$ cat src/rtl/fetch_stage.sv
// Instruction-fetch stage: owns the PC, drives the synchronous IMEM address and
// the IF/ID latch, handles redirects (branch/return/interrupt) by squashing the
// wrong-path fetch that is already in flight.
module fetch_stage #(
  parameter int unsigned       PC_W       = 10,
  parameter int unsigned       INSTR_W    = 18,
  parameter logic [PC_W-1:0]   RESET_PC   = '0,
  parameter logic [PC_W-1:0]   INT_VECTOR = '1,
  parameter logic [INSTR_W-1:0] NOP_INSTR = '0
) (
  input  logic               clk,
  input  logic               reset,
  input  logic               pc_inc,
  input  logic               pc_load,
  input  logic [PC_W-1:0]    pc_load_addr,
  input  logic               int_req,
  input  logic               fetch_latch_stall,
  input  logic               imem_addr_mux,
  input  logic               dec_nop,
  output logic [PC_W-1:0]    imem_addr,
  input  logic [INSTR_W-1:0] imem_data,
  output logic [INSTR_W-1:0] if_instr,
  output logic [PC_W-1:0]    if_pc,
  output logic               if_valid,
  output logic [PC_W-1:0]    int_ret_pc,
  output logic [1:0]         fe_state
);

  localparam logic [1:0] ST_FILL   = 2'd0;
  localparam logic [1:0] ST_RUN    = 2'd1;
  localparam logic [1:0] ST_HOLD   = 2'd2;
  localparam logic [1:0] ST_SQUASH = 2'd3;

  logic [PC_W-1:0] pc_q;
  logic [PC_W-1:0] fetch_pc_q;
  logic [1:0]      state_q;
  logic [1:0]      state_d;
  logic            redirect;
  logic            bubble;

  assign redirect = int_req | pc_load;
  // Data arriving now belongs to a pre-first-fetch or squashed address.
  assign bubble   = dec_nop | (state_q == ST_FILL) | (state_q == ST_SQUASH);

  // IMEM address: replay the last issued address while the decoder re-reads it.
  assign imem_addr = imem_addr_mux ? fetch_pc_q : pc_q;
  assign fe_state  = state_q;

  // FSM state register.
  always_ff @(posedge clk or posedge reset) begin
    if (reset) begin
      state_q <= ST_FILL;
    end else begin
      state_q <= state_d;
    end
  end

  // FSM next state: a stall keeps a pending fill/squash alive until it releases.
  always_comb begin
    state_d = ST_RUN;
    if (redirect) begin
      state_d = ST_SQUASH;
    end else if (fetch_latch_stall) begin
      if ((state_q == ST_FILL) || (state_q == ST_SQUASH)) begin
        state_d = state_q;
      end else begin
        state_d = ST_HOLD;
      end
    end
  end

  // PC update: interrupt beats load beats stall beats increment.
  always_ff @(posedge clk or posedge reset) begin
    if (reset) begin
      pc_q <= RESET_PC;
    end else if (int_req) begin
      pc_q <= INT_VECTOR;
    end else if (pc_load) begin
      pc_q <= pc_load_addr;
    end else if (fetch_latch_stall) begin
      pc_q <= pc_q;
    end else if (pc_inc) begin
      pc_q <= pc_q + PC_W'(1);
    end
  end

  // Remember the address whose data appears on imem_data next cycle.
  always_ff @(posedge clk or posedge reset) begin
    if (reset) begin
      fetch_pc_q <= RESET_PC;
    end else if (!fetch_latch_stall) begin
      fetch_pc_q <= imem_addr;
    end
  end

  // Interrupt return address: a same-cycle branch target takes precedence.
  always_ff @(posedge clk or posedge reset) begin
    if (reset) begin
      int_ret_pc <= '0;
    end else if (int_req) begin
      int_ret_pc <= pc_load ? pc_load_addr : fetch_pc_q;
    end
  end

  // IF/ID latch: frozen on stall, bubble on fill/squash/decoder request.
  always_ff @(posedge clk or posedge reset) begin
    if (reset) begin
      if_instr <= NOP_INSTR;
      if_pc    <= '0;
      if_valid <= 1'b0;
    end else if (!fetch_latch_stall) begin
      if_pc <= fetch_pc_q;
      if (bubble) begin
        if_instr <= NOP_INSTR;
        if_valid <= 1'b0;
      end else begin
        if_instr <= imem_data;
        if_valid <= 1'b1;
      end
    end
  end

endmodule

$ cat config.mk
export PLATFORM = sky130hd
export DESIGN_NAME = fetch_stage
export DESIGN_NICKNAME = d
export VERILOG_FILES = /design/src/rtl/fetch_stage.sv
export SDC_FILE = /design/constraint.sdc
export NUM_CORES = 1
export LEC_CHECK = 0
export BUFFER_PORTS_ARGS = -buffer_cell sky130_fd_sc_hd__buf_2
export CORE_MARGIN = 10
export CORE_UTILIZATION = 40
export CTS_CLUSTER_SIZE = 14
export DETAILED_ROUTE_END_ITERATION = 6
export GPL_TIMING_DRIVEN = 0
export PLACE_DENSITY = 0.68
export SLEW_MARGIN = 20
export SYNTH_ARGS = -nofsm -noshare
export SYNTH_HDL_FRONTEND = slang
export SYNTH_SLANG_ARGS = --single-unit
export TNS_END_PERCENT = 30
$ cat constraint.sdc
create_clock -name clk -period 1.81 [get_ports clk]
set_input_delay 0.362 -clock clk [delete_from_list [all_inputs] [get_ports clk]]
set_output_delay 0.362 -clock clk [all_outputs]
set_load 0.1 [all_outputs]
==> flow_results.org, run 1 <==
** Synth
- Sequential elements use 57.1% of the synthesized area.
- Parity-gate share of the synthesized area counting xor and xnor cells :: 1.97%
- Avg Inst Size Synth :: about 13 um^2
- Warnings, synthesis :: 0
- After synthesis, the share of cell area in mux cells is around 18%.
- After synthesis, the cell types taking the most area are sky130_fd_sc_hd__dfrtp_1 57%, sky130_fd_sc_hd__mux2_2 13%, sky130_fd_sc_hd__a22o_1 5.9%.
- Number of enable flip-flop cells after synthesis :: 0
- The synthesized netlist devotes a little over a tenth of its cell area to compound gates.
- Gate count after technology mapping :: 212
- Most used flip-flop cell after synthesis :: sky130_fd_sc_hd__dfrtp_1
- After Yosys synthesis, full adders, half adders and majority gates account for 1.40% of the synthesized area.
- Area fraction in and, or, nand and nor cells after synthesis :: 8.38%
- The synthesized netlist contains 30 unique library cells.
- Asr flop ratio synth :: 100%
- Cell type contributing the most total cell area after synthesis :: sky130_fd_sc_hd__dfrtp_1
- Post-synthesis instance area :: 0.00267 mm^2
- Post-synth net total :: 251
- Synth Register Bits :: 61
- The top cell type by area accounts for 57.1% of the synthesized area.
- After synthesis, the largest family of logic cells by area is multiplexers.

** Critical path
- Launch point of the worst path :: pc_q[2]
- Cells along the critical path :: mux2_2 -> buf_2
- Peak per-stage delay on the critical path :: 420 ps
- STA classifies the critical path endpoint as an output pin.
- Worst reg2reg path endpoint :: if_instr[3]
- Category of the critical setup timing path :: register to output pin
- Kind of cell with the highest combined delay on the critical path :: flip-flops
- Along the worst path, the maximum fanout reaches 4.
- Slowest stage cell, crit path :: sky130_fd_sc_hd__dfrtp_1
- STA classifies the critical path startpoint as a register.
- Data arrives at the worst endpoint at 1360 ps.
- Number of buffer and inverter stages on the critical path :: 1
- Path depth of the worst reg2reg path :: 5
- The critical path runs through a total of 2 cells.
- In this run the critical register-to-register path is launched from fe_state[0].
- Last element of the critical path :: imem_addr[2]
- For the worst setup path, the data required time is between 1000 and 1500 ps.
- Register-to-register setup slack :: 150 ps

** Route
- Summed over all nets, wire length on met2 after detailed routing comes to 3680 um.
- Dividing the detail-routed wire length by the instance count gives 18.2 um.
- Top routing layer used :: met4
- Wirelength, routed :: between 7000 and 8000 um
- Starting DRC count in detailed routing :: between 100 and 150
- DRC :: 0
- Vias post-DR :: 1994
- Detailed-router iteration count before antenna repair :: 4
- Summed over all nets, wire length on met3 after detailed routing comes to between 300 and 400 um.
- Via-to-Cell Ratio :: approximately 5
- Antenna Violating Nets Remaining :: 0
- After detailed routing, the wire length on met1 is 2970 um.

** Global route
- The via count of the first global-routing pass came to 2155.
- The first global-routing pass estimated 11300 um of wire.
- Global-route total usage across every layer :: 14.2%
- Entering global routing, the biggest net connects 27 pins.
- The total overflow left after global routing is 0.
- The initial antenna violation count was 0.

** STA
- Final critical-path required period :: 1720 ps
- Setup repair after global routing left no endpoint under its margin.
- Setup WS post-layout :: 89.1 ps
- Highest attainable clock frequency :: 0.581 GHz
- In the final timing run, aggregate negative setup slack is 0 ps.
- For the pin with the worst max-slew slack, the measured transition is 580 ps.
- Count of pins over their slew limit :: 0
- Setup violations remaining at the end of the flow were counted as 0.
- The total count of hold-check failures in the final report was 0.
- Post-Route Skew :: between 7 and 8 ps
- In the finished design, the share of the clock period the worst path needs comes to 95.1%.
- Worst hold margin :: between 20 and 25 ps
- Measured against its own limit, the worst slew margin works out to 61.4%.

** Clock network
- Counting the buffers created by CTS gives 9.
- H-tree levels :: 3
- TritonCTS built the clock tree.
- After clock tree synthesis, the clock-pin slew on the worst setup and hold paths is 70 ps.
- In this run the clock root is driven by a sky130_fd_sc_hd__clkbuf_8.
- For the worst-skew pair, the clock arrives at the later sink with an insertion delay of 320 ps.
- In this run the deepest clock path goes through 2 buffers.
- The tree built by TritonCTS fans out to just over 60 sinks.

** Layout
- From synthesis to final layout, the design area changed by 28.7%.
- The net count of the finished layout is ~350.
- Fraction of final layout cells sized beyond drive strength 1 :: 45.5%
- Number of antenna diodes :: 0
- The finished layout holds 389 standard cells, fillers aside.

** Status
- Status :: complete, no violations

** Floorplanning
- In this run the count of I/O pins placed on the die edge is 87.
- Measured along the x axis, the die boundary spans slightly above 100 um.
- Core Rows :: 29
- Die area :: 0.0104 mm^2
- The initial utilization of the core area, before any placement, comes to 41.6%.
- Die boundary height :: ~100 um
- Core box area :: 0.00642 mm^2

** Placed design
- Post-detail-place hpwl :: 5370 um
- Routability-driven placement congestion ratio :: 0.867
- Worst slack, placed :: 145 ps
- In this run the tool buffered the top-level ports with 82 buffer cells.
- Once placement completed, the tool counted placed cells totaling 373.

** Run
- Maximum capacitance violations :: 0

** Power and ir drop
- Maximum ir drop on the vdd rail :: between 0.0006 and 0.0007 V
- In this run the static leakage power is 1.60 nW.
- Power per cell area :: 1270 mW/mm^2

** Worst hold path
- The tightest min-delay check is of the input pin to async pin type.
==> stage by stage <==
step	area (um^2)	utilization, %	power, W
after global placement	3190	49.7	0.00319
after floorplan	2680	-	0.00292
after global routing	3440	53.6	0.00455
after detailed placement	3240	50.4	0.00322
after CTS	3440	53.5	0.00441
final	3440	53.6	0.00436
==> worst min path at each step <==
stage | startpoint | endpoint | slack [ps]
floorplan | reset | fe_state[0] | 470
global placement | if_valid | if_valid | 460
detailed placement | reset | int_ret_pc[5] | 370
CTS | reset | int_ret_pc[0] | 30
global route | reset | int_ret_pc[0] | 30
finish | reset | int_ret_pc[0] | 20
==> cells in the mapped netlist, types with 2 or more instances <==
master,count
sky130_fd_sc_hd__mux2_2,31
sky130_fd_sc_hd__nand2_1,10
sky130_fd_sc_hd__clkbuf_1,5
sky130_fd_sc_hd__a22o_1,18
sky130_fd_sc_hd__and3_1,3
sky130_fd_sc_hd__buf_6,2
sky130_fd_sc_hd__o211ai_1,2
sky130_fd_sc_hd__ha_1,3
sky130_fd_sc_hd__mux2i_1,12
sky130_fd_sc_hd__nor4_1,3
sky130_fd_sc_hd__a21oi_1,12
sky130_fd_sc_hd__inv_1,4
sky130_fd_sc_hd__nor3_1,3
sky130_fd_sc_hd__xor2_1,3
sky130_fd_sc_hd__buf_2,5
sky130_fd_sc_hd__dfrtp_1,61
sky130_fd_sc_hd__nor2_1,17
sky130_fd_sc_hd__nand4_1,2
sky130_fd_sc_hd__o21ai_0,3
sky130_fd_sc_hd__xnor2_1,3
==> final cells by class <==
cell class	count	area, um^2
clock buffers	16	200
flip-flops and latches	61	1530
well taps	77	96.3
repair buffers	84	463
inverters	5	22.5
plain buffers	12	66.3
multi-input cells	134	1060
fillers	585	2980
==> kinds of logic after synthesis <==
family,Yosys count
mux,43
compound gates,39
flops,61
fa+ha+maj,3
buf+inv,17
xor+xnor,6
simple gates,43
==> flip-flops by register name, summed over array words and instances, names as in the netlist <==
signal      flops
if_valid        1
fe_state        2
if_pc          10
fetch_pc_q     10
pc_q           10
if_instr       18
int_ret_pc     10
==> layer usage <==
metal / vias up / global-route usage (%)
met1: 981 / 16.5
met3: 10 / 3.20
met4: 0 / 7.04
met5: - / 0
met2: 48 / 24.2
li1: 955 / -
==> power breakdown <==
| part | internal, W | switching (W) |
|---|---|---|
| Combinational | 0.000310 | 0.00125 |
| Sequential | 0.00152 | 0.000104 |
| Clock | 0.000687 | 0.000490 |
==> cell usage in the layout, fill, tap and decap left out <==
cell type,instances
sky130_fd_sc_hd__nor2_1,17
sky130_fd_sc_hd__buf_2,85
sky130_fd_sc_hd__a21oi_1,12
sky130_fd_sc_hd__mux2_2,31
sky130_fd_sc_hd__xor2_1,3
sky130_fd_sc_hd__nand3b_1,1
sky130_fd_sc_hd__mux2i_1,12
sky130_fd_sc_hd__xnor2_1,3
sky130_fd_sc_hd__nor3_1,3
sky130_fd_sc_hd__clkinvlp_4,1
sky130_fd_sc_hd__clkbuf_8,14
sky130_fd_sc_hd__inv_1,3
sky130_fd_sc_hd__dfrtp_4,1
sky130_fd_sc_hd__nand4_1,2
sky130_fd_sc_hd__a21o_1,1
sky130_fd_sc_hd__buf_16,1
sky130_fd_sc_hd__clkbuf_1,7
sky130_fd_sc_hd__nand2_1,10
sky130_fd_sc_hd__a311oi_1,1
sky130_fd_sc_hd__and3_1,3
sky130_fd_sc_hd__and4b_1,1
sky130_fd_sc_hd__o21ai_0,3
sky130_fd_sc_hd__nor4_4,1
sky130_fd_sc_hd__clkbuf_4,2
sky130_fd_sc_hd__a22o_1,18
sky130_fd_sc_hd__dfrtp_1,59
sky130_fd_sc_hd__ha_1,3
sky130_fd_sc_hd__nand2b_4,1
sky130_fd_sc_hd__dfrtp_2,1
sky130_fd_sc_hd__buf_6,2
sky130_fd_sc_hd__a31oi_1,1
sky130_fd_sc_hd__clkinv_1,1
sky130_fd_sc_hd__a31o_2,1
sky130_fd_sc_hd__nor4_1,3
sky130_fd_sc_hd__o211ai_1,2
sky130_fd_sc_hd__nand3_1,1
sky130_fd_sc_hd__buf_12,1
==> repair_timing <==
| action | 4_1_cts | 5_1_grt |
|---|---|---|
| endpoints found under the setup margin | 0 | 2 |
| buffers inserted | 0 | 0 |
| hold buffers | 0 | 0 |
| gates resized for setup | 0 | 2 |
No activity file was read; power rests on OpenSTA's default activity.
==> inputs of run 2 (changes only) <==
--- a/config.mk
+++ b/config.mk
@@ -8,6 +8,7 @@
 export BUFFER_PORTS_ARGS = -buffer_cell sky130_fd_sc_hd__buf_2
 export CORE_MARGIN = 10
 export CORE_UTILIZATION = 40
+export CTS_BUF_LIST = sky130_fd_sc_hd__clkbuf_8
 export CTS_CLUSTER_SIZE = 14
 export DETAILED_ROUTE_END_ITERATION = 6
 export GPL_TIMING_DRIVEN = 0
==> run 2 against run 1 <==
Effect of this change: wire length about the same; via count is the same; total power shrank 0.23%; first-iteration DRC count did not move; final cell count unchanged; count of clock-buffer cells in the layout fell by 2; non-clock buffer count unchanged; utilization did not move; largest power group unchanged; highest routed layer unchanged.
==> flow_results.org, run 2 (synthesis results as in run 1) <==
** Power and ir drop
- Total power for the finished layout comes to 0.00435 W.
- For this design the static power due to leakage is 1.61 nW.
- Power per cell area :: 1260 mW/mm^2
- Across the VDD grid, the largest voltage drop is ~0.00068 V.

** Global route
- Initial antenna violation count :: 0
- Global-route total usage across every layer :: 14.2%
- The total overflow left after global routing is 0.
- The via count of the first global-routing pass came to 2155.
- Global-route wire length before repair :: between 10000 and 15000 um
- Entering global routing, the biggest net connects 27 pins.

** STA
- Setup repair after global routing left no endpoint under its margin.
- Setup violations remaining at the end of the flow were counted as 0.
- Worst slew margin :: between 60% and 70%
- Final period utilization :: between 90% and 100%
- Setup TNS :: 0 ps
- The max-slew violation total from the final report came to 0.
- Highest attainable clock frequency :: 0.581 GHz
- In the post-route analysis, the smallest setup slack over all paths is 89.1 ps.
- Counting I/O delays and the setup requirement, the final critical path takes 1720 ps.
- For the pin with the worst max-slew slack, the measured transition is 580 ps.
- Post-Route Skew :: between 7 and 8 ps
- The total count of hold-check failures in the final report came to 0.

** Layout
- Fraction of the core area covered by cells at the end of the flow :: 53.6%
- Number of antenna diodes :: 0
- Register bank with the most flops :: if_instr
- Final-layout fill cell count :: a little under 600
- The library cell used most frequently in the layout, excluding fill and tap cells, is sky130_fd_sc_hd__buf_2.
- Commonest non-fill, non-tap cells in the layout :: 85 x sky130_fd_sc_hd__buf_2, 59 x sky130_fd_sc_hd__dfrtp_1, 31 x sky130_fd_sc_hd__mux2_2, 18 x sky130_fd_sc_hd__a22o_1, 17 x sky130_fd_sc_hd__nor2_1
- Final cell count without fillers :: 389
- From synthesis to final layout, the design area changed by 28.7%.
- Number of flip-flops under the largest register name :: 18
- After the last flow step, the layout net total stands at 346.
- Fraction of final layout cells sized beyond drive strength 1 :: a little under half

** Floorplanning
- For this design the top-level I/O count stands at 87.
- Initial cell density of the core :: 41.6%
- Die area :: 0.0104 mm^2
- After floorplanning, the core was divided into 29 placement rows.
- Die boundary height :: 102 um
- The total area inside the core boundary comes to approximately 0.0064 mm^2.
- The die is 102 um wide.

** Critical path
- The startpoint identified for the worst register-to-register timing path is fe_state[0].
- In this run the critical register-to-register path is captured at if_instr[3].
- The worst setup path is of the register to output pin kind.
- WP data required :: 1450 ps
- The worst register-to-register path has a depth of 5.
- STA classifies the critical path startpoint as a register.
- CP Capture Type :: output pin
- Data arrival time of the worst path :: 1360 ps
- In this run the worst path has a maximum fanout of 4.
- For flop-to-flop paths, the worst setup slack is approximately 150 ps.

** Placed design
- Input and output buffers added on the ports amount to 82.
- Detailed placement finished with a half-perimeter wire length of 5370 um.
- Worst slack, placed :: 145 ps
- After detailed placement, the design holds a cell count of 373.
- Routability-driven placement congestion ratio :: 0.867

** Clock network
- TritonCTS created 9 clock buffers.
- Clk sinks :: 61
- No sink is reached through more buffers than the 2 on the longest clock path.
- TritonCTS built the clock tree.
- H-tree levels :: 3
- Clk slew on worst S/H paths :: 70 ps
- The tree is rooted in a sky130_fd_sc_hd__clkbuf_8.
- The later pin in the worst-skew pair is clocked with a latency of 320 ps.

** Route
- The detail route stage leaves a number of antenna-violating nets equal to 0.
- DR WL/cell :: 18.2 um
- Across all layers, the routed design uses 1994 vias.
- After detailed routing, the number of vias per cell comes to 5.13.
- After detailed routing, the number of remaining DRC violations is 0.
- Wirelength, routed :: 7080 um
- After the first detailed-routing iteration, the DRC count stood at between 100 and 150.
- The first detailed-routing pass took 4 iterations.

** Run
- Maximum capacitance violations :: 0

** Status
- The run finished with clean final reports.

** Worst hold path
- Path type of the worst min-delay path :: input pin to async pin
[run 2: cell count changes in the layout (fill, tap and decap cells not counted)]
cell                       previous run  this run
sky130_fd_sc_hd__inv_1                3         5
sky130_fd_sc_hd__clkbuf_1             7         5
[run 2: worst max path at each step]
stage	to	slack, ps	startpoint
after global routing	imem_addr[3]	3	pc_q[3]
after global placement	imem_addr[5]	150	imem_addr_mux
final	imem_addr[2]	90	pc_q[2]
after detailed placement	if_instr[3]	140	fe_state[0]
after CTS	imem_addr[3]	40	pc_q[3]
after floorplan	if_instr[0]	7	fe_state[1]
[run 2: report_power, final]
part	switching (W)	internal, W
logic	0.00125	0.000310
clock network	0.000491	0.000676
registers	0.000104	0.00152
[run 2: through the flow]
stage | hold slack [ps] | instance area, um^2
after floorplan | 474 | 2680
after global placement | 459 | 3190
after detailed placement | 374 | 3240
after CTS | 27.4 | 3440
after global routing | 34.0 | 3440
final | 24.3 | 3440
[run 2: cell type report]
cell class / count / area, um^2 / area share [%]
clock buffers: 14 / 193 / 5.60
well taps: 77 / 96.3 / 2.80
multi-input cells: 134 / 1060 / 30.9
plain buffers: 12 / 66.3 / 1.93
inverters: 5 / 22.5 / 0.654
clock inverters: 2 / 7.51 / 0.218
flip-flops and latches: 61 / 1530 / 44.5
repair buffers: 84 / 463 / 13.4
[run 2: metal layers]
metal	global-route usage [%]	wire [um]
met5	0	0
met4	7.04	116
met3	3.20	310
met2	24.2	3680
met1	16.5	2970
[run 2: worst max-delay path, cell delays in order (launching register included)]
cell	delay, ps
sky130_fd_sc_hd__dfrtp_1	420
sky130_fd_sc_hd__mux2_2	190
sky130_fd_sc_hd__buf_2	420
[run 2: what timing repair did]
action,CTS,global route
setup buffers,0,0
endpoints found under the setup margin,0,2
resized for setup,0,2
hold buffers,0,0
==> inputs of run 3 (changes only) <==
--- a/config.mk
+++ b/config.mk
@@ -7,12 +7,12 @@
 export LEC_CHECK = 0
 export BUFFER_PORTS_ARGS = -buffer_cell sky130_fd_sc_hd__buf_2
 export CORE_MARGIN = 10
-export CORE_UTILIZATION = 40
+export CORE_UTILIZATION = 47
 export CTS_BUF_LIST = sky130_fd_sc_hd__clkbuf_8
 export CTS_CLUSTER_SIZE = 14
 export DETAILED_ROUTE_END_ITERATION = 6
 export GPL_TIMING_DRIVEN = 0
-export PLACE_DENSITY = 0.68
+export PLACE_DENSITY = 0.78
 export SLEW_MARGIN = 20
 export SYNTH_ARGS = -nofsm -noshare
 export SYNTH_HDL_FRONTEND = slang
==> run 3 against run 2 <==
Effect of this change: fmax shrank 2.0%; total power shrank 1.5%; final area shrank 0.51%; worst setup slack worse by 35 ps; wire length decreased by 2.6%; count of clock-buffer cells in the layout decreased by 2; critical path type unchanged.
==> flow_results.org, run 3 (synthesis results as in run 1) <==
** Critical path
- Register-to-register setup slack :: 130 ps
- WP data required :: 1450 ps
- Worst reg2reg path endpoint :: if_instr[3]
- The slowest stage of the critical path belongs to the cell sky130_fd_sc_hd__dfrtp_1.
- The worst setup path is launched from a register.
- The worst register-to-register path has a depth of 5.
- Traced cell by cell, the critical path runs through mux2_2 -> buf_2.
- STA classifies the critical path endpoint as an output pin.
- For the worst setup path, the data arrival time is between 1000 and 1500 ps.
- Along the worst path, the maximum fanout reaches 5.
- The largest single stage delay on the critical path is 440 ps.
- The setup path with the least slack is of type register to output pin.
- Tracing the worst setup path back leads to its startpoint at pc_q[4].
- The worst register-to-register path begins at fe_state[0].

** STA
- Count of pins over their slew limit :: 0
- Worst slew margin :: between 50% and 60%
- The total count of hold-check failures in the final report is 0.
- Highest attainable clock frequency :: 0.570 GHz
- Setup repair after global routing missed its margin :: false
- Worst hold margin :: 228 ps
- Setup total negative slack on the finished layout was measured at 0 ps.
- Setup-violating endpoint count in the final report :: 0
- Slew at the pin closest to its max-slew limit :: 630 ps
- In the finished design, the share of the clock period the worst path needs comes to 97.0%.
- On the final layout, the worst clock skew is just under 9 ps.
- Final critical-path required period :: about 1800 ps

** Layout
- Number of flip-flops under the largest register name :: 18
- Number of antenna diodes :: 0
- Final net count :: 347
- Compared with the post-synthesis result, the final layout area differs by 28.1%.
- The layout has 458 filler cells.
- Commonest non-fill, non-tap cells in the layout :: 86 x sky130_fd_sc_hd__buf_2, 59 x sky130_fd_sc_hd__dfrtp_1, 31 x sky130_fd_sc_hd__mux2_2, 18 x sky130_fd_sc_hd__a22o_1, 17 x sky130_fd_sc_hd__nor2_1
- Register cell area after layout :: 0.00153 mm^2
- The post-route netlist has a little under half of its cells at a drive strength greater than 1.
- Final standard cell area without fillers :: 0.00342 mm^2
- Cells fill between 60% and 70% of the core in the end.
- Leaving out fill and tap cells, the most frequent cell in the layout is sky130_fd_sc_hd__buf_2.
- Summing all multi-input logic gate instances after layout gives 0.00106 mm^2.
- The register with the most flip-flops in the final layout is if_instr.
- Final cell count without fillers :: between 300 and 400

** Route
- Summed over all layers, the routed wires come to 6890 um.
- Starting DRC count in detailed routing :: 94
- Via-to-Cell Ratio :: ~5.2
- For this run, design rule violations remaining after detail routing come to 0.
- DR WL/cell :: 17.9 um
- Vias post-DR :: 2013
- The pre-antenna-repair detailed-routing pass consisted of 4 iterations.
- Once detail routing completed, the nets flagged for antenna violations numbered 0.

** Worst hold path
- Worst Hold End :: if_instr[14]
- Critical hold path startpoint :: imem_data[14]
- Hold Path Depth :: 2
- In this run the worst hold path is classified as input pin to register.

** Power and ir drop
- IR analysis of the VDD net gives a maximum drop of 0.000731 V.
- Static Leak :: 1.61 nW
- Power per cell area :: between 1000 and 1500 mW/mm^2

** Placed design
- Port buffering added 82 buffers.
- Detailed placement ended at an HPWL of 5140 um.
- Routability-driven placement congestion ratio :: 0.886
- Cell area after placement :: 0.00323 mm^2
- Placed Cells :: ~370

** Floorplanning
- After floorplanning, the core was sized to cover 0.00551 mm^2.
- For this configuration, the core starts out at a cell density of 48.6%.
- between 80 and 90 I/O pins were placed.
- Die width :: 95.4 um
- Die area :: roughly 0.0091 mm^2
- Core Rows :: 27
- Die boundary height :: 95.4 um

** Clock network
- At the later pin of the worst-skew pair, clock insertion delay measures 340 ps.
- H-tree levels :: 3
- TritonCTS clock tree :: yes
- Master cell of the clock root buffer :: sky130_fd_sc_hd__clkbuf_8
- Clk sinks :: 61
- # Post-CTS Setup Buffers :: 0
- Longest Clk Path Bufs :: 2
- After clock tree synthesis, the clock-pin slew on the worst setup and hold paths is about 70 ps.
- The number of clock buffers added by TritonCTS is 9.

** Status
- Status :: complete, no violations

** Global route
- The via count of the first global-routing pass came to between 2000 and 2500.
- Largest net degree at the start of global routing :: 26
- The initial antenna violation count came to 0.
- After global routing the overflow that remains totals 0.
- Global routing used 15.7% of the available tracks across all layers.
- Global-route wire length before repair :: 10900 um

** Run
- Across the run, the number of max-cap violations was 0.
run 3: critical path, delay by kind of cell (launching register included):
family | cells | cell delay [ps]
flip-flops | 1 | 440
buffers and inverters | 1 | 420
multiplexers | 1 | 190
run 3: layout make-up:
class                      instances  share of cell area, %
sequential                        61                   44.7
multi-input combinational        134                   31.0
timing repair buffer              85                   13.7
clock buffer                      12                   4.82
tap                               72                   2.63
buffer                            12                   1.94
inverter                           5                  0.658
clock inverter                     4                  0.475
run 3: how the worst max path moves through the flow:
stage | depth (start not counted) | end | slack (ps)
final | 2 | imem_addr[4] | 50
after global routing | 2 | imem_addr[4] | 1
after floorplan | 5 | if_instr[0] | 7
after global placement | 3 | imem_addr[8] | 160
after CTS | 2 | imem_addr[4] | 50
after detailed placement | 5 | if_instr[3] | 130
run 3: layer usage:
layer / track usage, % / up-vias / part of all wire [%]
met5: 0 / - / 0
met4: 7.37 / 0 / 1.6
li1: - / 956 / -
met3: 5.42 / 10 / 7.1
met2: 23.7 / 59 / 49
met1: 20.0 / 988 / 42
run 3: power breakdown:
group | internal [W] | switching [W] | leakage [nW] | total (W)
combinational | 0.000310 | 0.00125 | 0.810 | 0.00156
sequential | 0.00152 | 0.000111 | 0.689 | 0.00163
clock | 0.000592 | 0.000502 | 0.106 | 0.00109
total | 0.00242 | 0.00186 | 1.61 | 0.00429
run 3: repair_timing:
action	in CTS	in global routing
endpoints found under the setup margin	0	2
hold endpoints to repair	10	0
hold buffers	1	0
resized for setup	0	1
run 3: per-stage QoR:
stage          total power (W)  setup WS, ps
6_report               0.00429          54.1
5_1_grt                0.00446          1.31
4_1_cts                0.00432          47.2
3_5_place_dp           0.00322           128
3_3_place_gp           0.00318           156
2_1_floorplan          0.00292          7.36
